<file path="src/rtl/judge_pkg.sv">
// judge_pkg: lane FSM states, default judging windows/points and a 4-bit saturating adder.
package judge_pkg;
  typedef enum logic [1:0] {IDLE, POP, HOLDOFF} lane_state_t;
  localparam logic [9:0] TARGET_Y_DEF = 10'd40;
  localparam int PERFECT_WIN_DEF = 4;
  localparam int GOOD_WIN_DEF = 12;
  localparam int PERFECT_PTS_DEF = 3;
  localparam int GOOD_PTS_DEF = 1;
  function automatic logic [3:0] sat_add4(input logic [3:0] a, input logic [3:0] b);
    logic [4:0] s;
    s = {1'b0, a} + {1'b0, b};
    return s[4] ? 4'hf : s[3:0];
  endfunction
endpackage

</file>
<file path="src/rtl/lane_judge_array_if.sv">
// lane_judge_array_if: note engine / keyboard inputs and score outputs; combo exists only with JUDGE_COMBO_EN.
interface lane_judge_array_if;
  logic frame_clk;
  logic [3:0] key, note_valid, note_pop;
  logic [9:0] note_y0, note_y1, note_y2, note_y3;
  logic [3:0] hit0, hit1, hit2, hit3;
  logic [3:0] miss0, miss1, miss2, miss3;
`ifdef JUDGE_COMBO_EN
  logic [7:0] combo;
`endif
  modport master(
`ifdef JUDGE_COMBO_EN
    input combo,
`endif
    output frame_clk, key, note_valid, note_y0, note_y1, note_y2, note_y3,
    input note_pop, hit0, hit1, hit2, hit3, miss0, miss1, miss2, miss3
  );
  modport slave(
`ifdef JUDGE_COMBO_EN
    output combo,
`endif
    input frame_clk, key, note_valid, note_y0, note_y1, note_y2, note_y3,
    output note_pop, hit0, hit1, hit2, hit3, miss0, miss1, miss2, miss3
  );
endinterface

</file>
<file path="src/rtl/lane_judge.sv">
// lane_judge: one lane's press edge detect, judging FSM and per-frame hit/miss accumulators.
// JUDGE_COMBO_EN adds the bonus input and per-cycle hit/miss event outputs.
module lane_judge
  import judge_pkg::*;
#(
  parameter logic [9:0] TARGET_Y = TARGET_Y_DEF,
  parameter int PERFECT_WIN = PERFECT_WIN_DEF,
  parameter int GOOD_WIN = GOOD_WIN_DEF,
  parameter int PERFECT_PTS = PERFECT_PTS_DEF,
  parameter int GOOD_PTS = GOOD_PTS_DEF
) (
  input  logic       Clk,
  input  logic       reset,
  input  logic       frame_edge,
`ifdef JUDGE_COMBO_EN
  input  logic       bonus,
  output logic       hit_ev,
  output logic       miss_ev,
`endif
  input  logic       key,
  input  logic       note_valid,
  input  logic [9:0] note_y,
  output logic       note_pop,
  output logic [3:0] hit,
  output logic [3:0] miss
);
`ifndef JUDGE_COMBO_EN
  logic hit_ev, miss_ev, bonus;
  assign bonus = 1'b0;
`endif
  lane_state_t state;
  logic key_d, press, idle, in_perfect, in_good, passed;
  logic [3:0] hit_acc, miss_acc, pts, hit_nx, miss_nx;
  logic [10:0] diff, mag;
  // diff is two's complement; bit 10 set means the note is above the receptor
  assign diff = {1'b0, note_y} - {1'b0, TARGET_Y};
  assign mag = diff[10] ? -diff : diff;
  assign press = key & ~key_d;
  assign idle = state == IDLE;
  assign in_perfect = note_valid && mag <= 11'(PERFECT_WIN);
  assign in_good = note_valid && mag <= 11'(GOOD_WIN);
  assign passed = note_valid && diff[10] && mag > 11'(GOOD_WIN);
  assign miss_ev = idle && (passed || (press && !in_good));
  assign hit_ev = idle && !passed && press && in_good;
  assign pts = sat_add4(in_perfect ? 4'(PERFECT_PTS) : 4'(GOOD_PTS), {3'b0, bonus});
  assign hit_nx = sat_add4(hit_acc, hit_ev ? pts : 4'd0);
  assign miss_nx = sat_add4(miss_acc, {3'b0, miss_ev});
  always_ff @(posedge Clk) begin
    if (reset) begin
      state <= IDLE;
      key_d <= 1'b0;
      note_pop <= 1'b0;
      hit_acc <= '0;
      miss_acc <= '0;
      hit <= '0;
      miss <= '0;
    end else begin
      key_d <= key;
      state <= idle ? ((hit_ev || passed) ? POP : IDLE) : (state == POP ? HOLDOFF : IDLE);
      note_pop <= idle && (hit_ev || passed);
      hit_acc <= frame_edge ? 4'd0 : hit_nx;
      miss_acc <= frame_edge ? 4'd0 : miss_nx;
      if (frame_edge) begin
        hit <= hit_nx;
        miss <= miss_nx;
      end
    end
  end
endmodule

</file>
<file path="src/rtl/lane_judge_array.sv">
// lane_judge_array: four independent lane judges sharing one frame edge detector.
// JUDGE_COMBO_EN adds the cross-lane combo counter and its hit bonus.
module lane_judge_array
  import judge_pkg::*;
#(
  parameter logic [9:0] TARGET_Y = TARGET_Y_DEF,
  parameter int PERFECT_WIN = PERFECT_WIN_DEF,
  parameter int GOOD_WIN = GOOD_WIN_DEF,
  parameter int PERFECT_PTS = PERFECT_PTS_DEF,
  parameter int GOOD_PTS = GOOD_PTS_DEF
) (
  input logic Clk,
  input logic reset,
  lane_judge_array_if.slave bus
);
  logic frame_clk_d, frame_edge;
  logic [3:0] pop;
  logic [9:0] note_y [4];
  logic [3:0] hit [4];
  logic [3:0] miss [4];
  assign frame_edge = bus.frame_clk & ~frame_clk_d;
  assign note_y[0] = bus.note_y0;
  assign note_y[1] = bus.note_y1;
  assign note_y[2] = bus.note_y2;
  assign note_y[3] = bus.note_y3;
  assign bus.note_pop = pop;
  assign {bus.hit0, bus.hit1, bus.hit2, bus.hit3} = {hit[0], hit[1], hit[2], hit[3]};
  assign {bus.miss0, bus.miss1, bus.miss2, bus.miss3} = {miss[0], miss[1], miss[2], miss[3]};
  always_ff @(posedge Clk) frame_clk_d <= reset ? 1'b0 : bus.frame_clk;
`ifdef JUDGE_COMBO_EN
  logic [3:0] hit_ev, miss_ev;
  logic [7:0] combo;
  logic [8:0] combo_sum;
  logic bonus;
  assign combo_sum = {1'b0, combo} + 9'($countones(hit_ev));
  assign bonus = combo >= 8'd10;
  assign bus.combo = combo;
  // any miss in the cycle wins over same-cycle hits
  always_ff @(posedge Clk)
    combo <= reset || |miss_ev ? 8'd0 : (combo_sum[8] ? 8'hff : combo_sum[7:0]);
`endif
  for (genvar i = 0; i < 4; i++) begin : g_lane
    lane_judge #(
      .TARGET_Y(TARGET_Y), .PERFECT_WIN(PERFECT_WIN), .GOOD_WIN(GOOD_WIN),
      .PERFECT_PTS(PERFECT_PTS), .GOOD_PTS(GOOD_PTS)
    ) u_lane (
      .Clk(Clk),
      .reset(reset),
      .frame_edge(frame_edge),
`ifdef JUDGE_COMBO_EN
      .bonus(bonus),
      .hit_ev(hit_ev[i]),
      .miss_ev(miss_ev[i]),
`endif
      .key(bus.key[i]),
      .note_valid(bus.note_valid[i]),
      .note_y(note_y[i]),
      .note_pop(pop[i]),
      .hit(hit[i]),
      .miss(miss[i])
    );
  end
endmodule
</file>
<file path="src/flat_wrapper.sv">
// flat-port wrapper written by rule: the top's interface ports become plain ports
module lane_judge_array_flat import judge_pkg::*;
#(
  parameter logic [9:0] TARGET_Y = TARGET_Y_DEF,
  parameter int PERFECT_WIN = PERFECT_WIN_DEF,
  parameter int GOOD_WIN = GOOD_WIN_DEF,
  parameter int PERFECT_PTS = PERFECT_PTS_DEF,
  parameter int GOOD_PTS = GOOD_PTS_DEF
)
  (Clk, reset, bus_frame_clk, bus_key, bus_note_valid, bus_note_y0, bus_note_y1, bus_note_y2, bus_note_y3, bus_note_pop, bus_hit0, bus_hit1, bus_hit2, bus_hit3, bus_miss0, bus_miss1, bus_miss2, bus_miss3);
  lane_judge_array_if bus_i ();
  input logic Clk;
  input logic reset;
  input wire logic [$bits(bus_i.frame_clk)-1:0] bus_frame_clk;
  input wire logic [$bits(bus_i.key)-1:0] bus_key;
  input wire logic [$bits(bus_i.note_valid)-1:0] bus_note_valid;
  input wire logic [$bits(bus_i.note_y0)-1:0] bus_note_y0;
  input wire logic [$bits(bus_i.note_y1)-1:0] bus_note_y1;
  input wire logic [$bits(bus_i.note_y2)-1:0] bus_note_y2;
  input wire logic [$bits(bus_i.note_y3)-1:0] bus_note_y3;
  output wire logic [$bits(bus_i.note_pop)-1:0] bus_note_pop;
  output wire logic [$bits(bus_i.hit0)-1:0] bus_hit0;
  output wire logic [$bits(bus_i.hit1)-1:0] bus_hit1;
  output wire logic [$bits(bus_i.hit2)-1:0] bus_hit2;
  output wire logic [$bits(bus_i.hit3)-1:0] bus_hit3;
  output wire logic [$bits(bus_i.miss0)-1:0] bus_miss0;
  output wire logic [$bits(bus_i.miss1)-1:0] bus_miss1;
  output wire logic [$bits(bus_i.miss2)-1:0] bus_miss2;
  output wire logic [$bits(bus_i.miss3)-1:0] bus_miss3;
  assign bus_i.frame_clk = bus_frame_clk;
  assign bus_i.key = bus_key;
  assign bus_i.note_valid = bus_note_valid;
  assign bus_i.note_y0 = bus_note_y0;
  assign bus_i.note_y1 = bus_note_y1;
  assign bus_i.note_y2 = bus_note_y2;
  assign bus_i.note_y3 = bus_note_y3;
  assign bus_note_pop = bus_i.note_pop;
  assign bus_hit0 = bus_i.hit0;
  assign bus_hit1 = bus_i.hit1;
  assign bus_hit2 = bus_i.hit2;
  assign bus_hit3 = bus_i.hit3;
  assign bus_miss0 = bus_i.miss0;
  assign bus_miss1 = bus_i.miss1;
  assign bus_miss2 = bus_i.miss2;
  assign bus_miss3 = bus_i.miss3;
  lane_judge_array #(.TARGET_Y(TARGET_Y), .PERFECT_WIN(PERFECT_WIN), .GOOD_WIN(GOOD_WIN), .PERFECT_PTS(PERFECT_PTS), .GOOD_PTS(GOOD_PTS)) u_core (.Clk(Clk), .reset(reset), .bus(bus_i));
endmodule
</file>
<file path="config.mk">
export PLATFORM = sky130hd
export DESIGN_NAME = lane_judge_array_flat
export DESIGN_NICKNAME = d
export VERILOG_FILES = /design/src/rtl/judge_pkg.sv /design/src/rtl/lane_judge_array_if.sv /design/src/rtl/lane_judge.sv /design/src/rtl/lane_judge_array.sv /design/src/flat_wrapper.sv
export SDC_FILE = /design/constraint.sdc
export NUM_CORES = 1
export LEC_CHECK = 0
export CAP_MARGIN = 20
export CORE_UTILIZATION = 35
export DETAILED_ROUTE_END_ITERATION = 6
export DONT_BUFFER_PORTS = 1
export GPL_TIMING_DRIVEN = 1
export PLACE_DENSITY = 0.47
export SYNTH_ARGS = -nofsm -noshare
export SYNTH_HDL_FRONTEND = slang
export SYNTH_SLANG_ARGS = --single-unit
export TNS_END_PERCENT = 30
</file>
<file path="constraint.sdc">
create_clock -name Clk -period 3.7 [get_ports Clk]
set_input_delay 0.74 -clock Clk [delete_from_list [all_inputs] [get_ports Clk]]
set_output_delay 0.74 -clock Clk [all_outputs]
set_load 0.005 [all_outputs]
</file>
# Yosys cells after proc, flatten, opt, wreduce, memory -nomap -nowiden
# Cells that the tools add are included.
op_classes:
  n_mux: 32
  bitwise: 10
  n_eq_ne: 4
  n_addsub: 16
  n_lt_le_gt_ge: 12
  reduce_logical: 61
ops:
  columns: ["op", "n"]
  rows:
  - ["11-bit by 4-bit greater-than comparator with 1-bit output (second input constant)", 4]
  - ["11-bit by 3-bit less-or-equal comparator with 1-bit output (second input constant)", 4]
  - ["11-bit by 4-bit less-or-equal comparator with 1-bit output (second input constant)", 4]
  - ["11-bit 2-to-1 mux", 4]
  - ["11-bit negator", 4]
  - ["10-bit by 6-bit subtractor with 11-bit output (second input constant)", 4]
  - ["1-bit logical AND", 40]
  - ["2-bit 2-to-1 mux", 16]
  - ["4-bit 2-to-1 mux", 8]
  - ["4-bit by 1-bit adder with 5-bit output", 4]
  - ["4-bit by 2-bit adder with 5-bit output", 4]
  - ["2-bit by 1-bit == test with 1-bit output (second input constant)", 4]
  - ["1-bit zero test", 8]
  - ["2-bit zero test", 4]
  - ["1-bit logical OR", 8]
  - ["1-bit AND", 5]
  - ["1-bit NOT", 5]
  - ["1-bit 2-to-1 mux", 4]
  - ["2-bit OR reduction", 1]
totals:
  regBits: 81
  out_inout_bits: 36
  elab_cells: 164
  input_bits: 51

# Depth between registers and ports, before layout
depth:
  depth_word: 12
  mapped_depth: 15
  depth_no_buf: 15

# Hierarchy
# From an unflattened synthesis, not the netlist that was laid out.
hier_totals:
  hier_cells: 547
  area_unflattened_um2: 4792.1
by_module_without_submodules:
  columns: ["module", "cells_per_inst", "area_each_um2", "n_inst", "seq_area_each_um2"]
  rows:
  - ["lane_judge", 136, 1186.1, 4, 380.4]
  - ["lane_judge_array", 3, 47.5, 1, 20.0]

# Least setup slack after synthesis
# Ideal clock, no wire load.
synth_path:
  path_kind: "input port to flip-flop"
  from: "input bus_note_y1[3]"
  to: "register u_core.g_lane[1].u_lane.hit[0]"
  slack_ns: 0.001
  t_arrival_ns: 3.625
  cell_stages: 14
  required_time_ns: 3.626
  path_buffers: 1
  setup_ns: 0.074
  cell_sequence: "clkbuf_1 inv_1 ha_1 or4b_1 a31oi_1 nor4b_1 o211ai_1 nor2_1 ha_1 inv_1 fa_1 nand3b_1 nor2b_1 o21ai_0"
synth_between:
  elab_chain_cells: 12
  word_cells_on_any_way: 18
  classes_between: "add/sub: 3; order compare: 3; mux: 4; reduce/logical: 8"
synth_lines:
  columns: ["item", "line_no", "text"]
  rows:
  - ["start, declared", "flat_wrapper.sv:18", "input wire logic [$bits(bus_i.note_y1)-1:0] bus_note_y1;"]
  - ["10-bit by 6-bit subtractor with 11-bit output *", "lane_judge.sv:36", "assign diff = {1'b0, note_y} - {1'b0, TARGET_Y};"]
  - ["11-bit negator", "lane_judge.sv:37", "assign mag = diff[10] ? -diff : diff;"]
  - ["11-bit 2-to-1 mux", "lane_judge.sv:37", null]
  - ["11-bit by 4-bit greater-than comparator with 1-bit output", "lane_judge.sv:42", "assign passed = note_valid && diff[10] && mag > 11'(GOOD_WIN);"]
  - ["1-bit logical AND", "lane_judge.sv:42", null]
  - ["1-bit zero test", "lane_judge.sv:44", "assign hit_ev = idle && !passed && press && in_good;"]
  - ["1-bit logical AND (3 in series)", "lane_judge.sv:44", null]
  - ["2-bit 2-to-1 mux *", "lane_judge.sv:46", "assign hit_nx = sat_add4(hit_acc, hit_ev ? pts : 4'd0);"]
  - ["4-bit by 2-bit adder with 5-bit output *", "judge_pkg.sv:11", "s = {1'b0, a} + {1'b0, b};"]
  - ["4-bit 2-to-1 mux *", "judge_pkg.sv:12", "return s[4] ? 4'hf : s[3:0];"]
  - ["end signal, assigned", "lane_judge.sv:64", "hit <= hit_nx;"]
  - ["end, declared", "lane_judge.sv:24", "output logic [3:0] hit,"]
# Every way passes the cells marked *; elsewhere a longest branch is shown, timed or not.
# A chain may end at the register's enable or synchronous reset.

# Final worst setup path
layout_path:
  from: "input bus_note_y2[4]"
  to: "register u_core.g_lane[2].u_lane.hit[0]"
layout_between:
  elab_chain_cells: 12
  word_cells_on_any_way: 18
  classes_between: "add/sub: 3; order compare: 3; mux: 4; reduce/logical: 8"
layout_lines:
  columns: ["item", "line_no", "text"]
  rows:
  - ["start, declared", "flat_wrapper.sv:19", "input wire logic [$bits(bus_i.note_y2)-1:0] bus_note_y2;"]
  - ["10-bit by 6-bit subtractor with 11-bit output *", "lane_judge.sv:36", null]
  - ["11-bit negator", "lane_judge.sv:37", null]
  - ["11-bit 2-to-1 mux", "lane_judge.sv:37", null]
  - ["11-bit by 4-bit greater-than comparator with 1-bit output", "lane_judge.sv:42", null]
  - ["1-bit logical AND", "lane_judge.sv:42", null]
  - ["1-bit zero test", "lane_judge.sv:44", null]
  - ["1-bit logical AND (3 in series)", "lane_judge.sv:44", null]
  - ["2-bit 2-to-1 mux *", "lane_judge.sv:46", null]
  - ["4-bit by 2-bit adder with 5-bit output *", "judge_pkg.sv:11", null]
  - ["4-bit 2-to-1 mux *", "judge_pkg.sv:12", null]
  - ["end signal, assigned", "lane_judge.sv:64", null]
  - ["end, declared", "lane_judge.sv:24", null]
# Marked as above.

==> qor.txt <==
Status -> completed
Gate count after technology mapping -> 568
Drt total wl -> 10.5 mm
Initial antenna violation count -> 0
Residual DRC count -> 0
Mean Syn Cell Area -> 8.28 um2
Top-Level Pins -> 87
Clk slew on worst S/H paths -> 60 ps
Setup_tns -> 0 ps
Filler cells -> 1313
Core Footprint -> 0.0129 mm2
Most frequent cell after synthesis -> dfxtp_1
GRT met3 Usage -> 6.59%
CTS Buf Count -> 9
Slew @ Worst Pin -> 900 ps
RSZ-0062 raised after global routing -> false
Worst R2R Setup Slack -> 1200 ps
Startpoint Class -> input pin
Largest net degree at the start of global routing -> 33
Site Rows -> 41
Post-synth top flop -> dfxtp_1
Clock sinks -> 81
# Post-CTS Setup Buffers -> 0
Post-CTS Hold Buffers -> 0
Final cell count without fillers -> 760
Crit. End Element -> flop
Final setup viols -> 0
# H-tree levels -> 3
Final period util -> 92.5%
Synth Cell Area -> 0.00470 mm2
Fmax achieved -> 292 MHz
Grt met1 use -> 18.4%
HPWL Detailed -> 7.93 mm
Layout Skew -> 3.35 ps
FF-to-FF path depth -> 9
Max-Cap Viols -> 0
Final Hold Viols -> 0
Ranking of synthesized cells by area -> dfxtp_1 (34%), ha_1 (8.5%), nor2_1 (4.8%), o21ai_0 (4.7%), nand2_1 (3.7%)
Nets -> 671
RR Startpoint -> u_core.g_lane[2].u_lane.state[0]
Asr flop ratio synth -> 0%
GRT Util Overall -> 15.4%
Number of global-route vias before repair -> 3765
TritonCTS clock tree -> done
Clk buf depth -> 2
Die Height -> 118 um
Leakage -> 2.07 nW
Min Tclk post-route -> 3420 ps
Crit path to -> u_core.g_lane[2].u_lane.hit[0]
Overall Power -> 0.00189 W
Initial core utilization -> 36.5%
Final Wtd Congestion -> 0.805
Final Util -> 41.2%
Syn_nets -> 655
First-pass detailed-route iteration total -> 4
DRT iter0 DRCs -> 139
Vias -> 4019
Hold Path Class -> reg2reg
Area leader, netlist -> dfxtp_1
PwrDens -> 356 mW/mm2
Root buf cell -> clkbuf_16
Die area -> 0.0139 mm2
Placed Cells -> 744
Antenna diodes -> 0
Area growth syn-to-layout -> 12.8%
Via density per instance -> 5.29
Final hold slack -> 437 ps
Relative max-transition margin -> 39.8%
Final ANT Viol Nets -> 0
Setup crit start -> bus_note_y2[4]
Syn. warnings -> 0
PortBufs -> 0
Share of cells above drive strength 1 -> 8.84%
Sequential fraction of the synthesis area -> 34.5%
Post-cts sizing count -> 0
Synth cell types -> 66
Wirelength per Cell -> 13.8 um
Worst VDD drop -> 0.179 mV
Final Max Tran Viols -> 0
Die W -> 118 um
First-pass GRT wire length -> 17.5 mm
Critical Path AT -> 3690 ps
Post-synth top area share -> 34.5%
EDFF count, synth -> 0
Worst-Skew Late Latency -> 340 ps
CP Class -> in2reg
GRT busiest layer -> met2
Crit Reg-Reg Endpoint -> u_core.g_lane[2].u_lane.hit[0]
Commonest cells in the netlist -> dfxtp_1 (81), nor2_1 (60), nand2_1 (46), o21ai_0 (44), inv_1 (35)
Worst-path fanout max -> 5
GRT met2 Usage -> 25.5%
Worst Path Required -> 3970 ps
Global route total overflow -> 0
Flops & latches, synth -> 81
-- worst min path at each step --
stage | endpoint | from | slack, ps | cells after the start
floorplan | u_core.g_lane[1].u_lane.state[1] | u_core.g_lane[1].u_lane.state[1] | 420 | 1
global placement | u_core.g_lane[1].u_lane.state[1] | u_core.g_lane[1].u_lane.state[1] | 430 | 1
detailed placement | u_core.g_lane[3].u_lane.state[1] | u_core.g_lane[3].u_lane.state[1] | 430 | 1
finish | u_core.g_lane[1].u_lane.state[1] | u_core.g_lane[1].u_lane.state[1] | 440 | 1
CTS | u_core.g_lane[2].u_lane.state[1] | u_core.g_lane[2].u_lane.state[1] | 440 | 1
global route | u_core.g_lane[2].u_lane.key_d | reset | 440 | 1
-- routing by layer --
layer / up-vias / wire, um / share of wire (%)
li1: 2063 / - / -
met2: 93 / 4820 / 46
met3: 9 / 761 / 7.3
met4: 0 / 100 / 0.96
met1: 1854 / 4770 / 46
met5: - / 0 / 0
-- flip-flops by register name (all words and copies together), names as in the netlist --
name / count
u_core.g_lane.u_lane.hit: 16
u_core.g_lane.u_lane.hit_acc: 16
u_core.g_lane.u_lane.miss: 16
u_core.g_lane.u_lane.miss_acc: 16
u_core.g_lane.u_lane.state: 8
u_core.g_lane.u_lane.key_d: 4
u_core.g_lane.u_lane.note_pop: 4
u_core.frame_clk_d: 1
-- where the power goes --
| group | switching, W | internal [W] |
|---|---|---|
| logic | 0.000111 | 0.0000886 |
| registers | 0.00000625 | 0.000886 |
| clock network | 0.000333 | 0.000466 |
| total | 0.000451 | 0.00144 |
-- per-stage QoR --
step	setup WS, ps	area (um2)
final	278	5310
after global routing	93.4	5310
after CTS	276	5280
after detailed placement	-76.9	5010
after global placement	3.26	5010
after floorplan	0.563	4700
-- critical path: stages --
cell      delay [ps]
inv_1             50
ha_1             140
or4b_4           460
a21oi_1          160
o221a_2          200
o211ai_2          80
or3b_1           400
or4_1            540
fa_1             420
inv_1             90
nand3_1          110
nor2b_1          160
o21ai_0          130
-- area by class of cell --
class | instances | area [um2] | share of cell area [%]
clock buffers | 12 | 246 | 4.65
clock inverters | 3 | 17.5 | 0.330
inverters | 36 | 135 | 2.55
multi-input cells | 432 | 2870 | 54.1
flip-flops and latches | 81 | 1620 | 30.6
well taps | 172 | 215 | 4.06
repair buffers | 24 | 200 | 3.77
-- cell usage in the layout, fill, tap and decap left out, drive strengths merged, types with 6 or more instances in the layout --
cell      n
nand3b   11
mux2i    12
nor2b    23
dfxtp    81
and3      8
nor4b     7
a21oi    31
a21o      7
ha       32
inv      36
o21ai    48
xnor2    10
buf      24
a31oi    10
nor3b     8
nand3    16
nor2     60
a2111oi   6
nand2    46
clkbuf   12
nor3     12
-- logic make-up (layout without fill, tap and decap cells) --
logic type,after synthesis,after routing,share of synthesized area [%]
simple gates,230,230,26.3
buf+inv,55,75,4.74
fa+ha+maj,36,36,10.2
mux,17,17,3.75
compound gates,136,136,18.0
xor+xnor,13,13,2.42
flops,81,81,34.5
No activity file was read; power rests on OpenSTA's default activity.
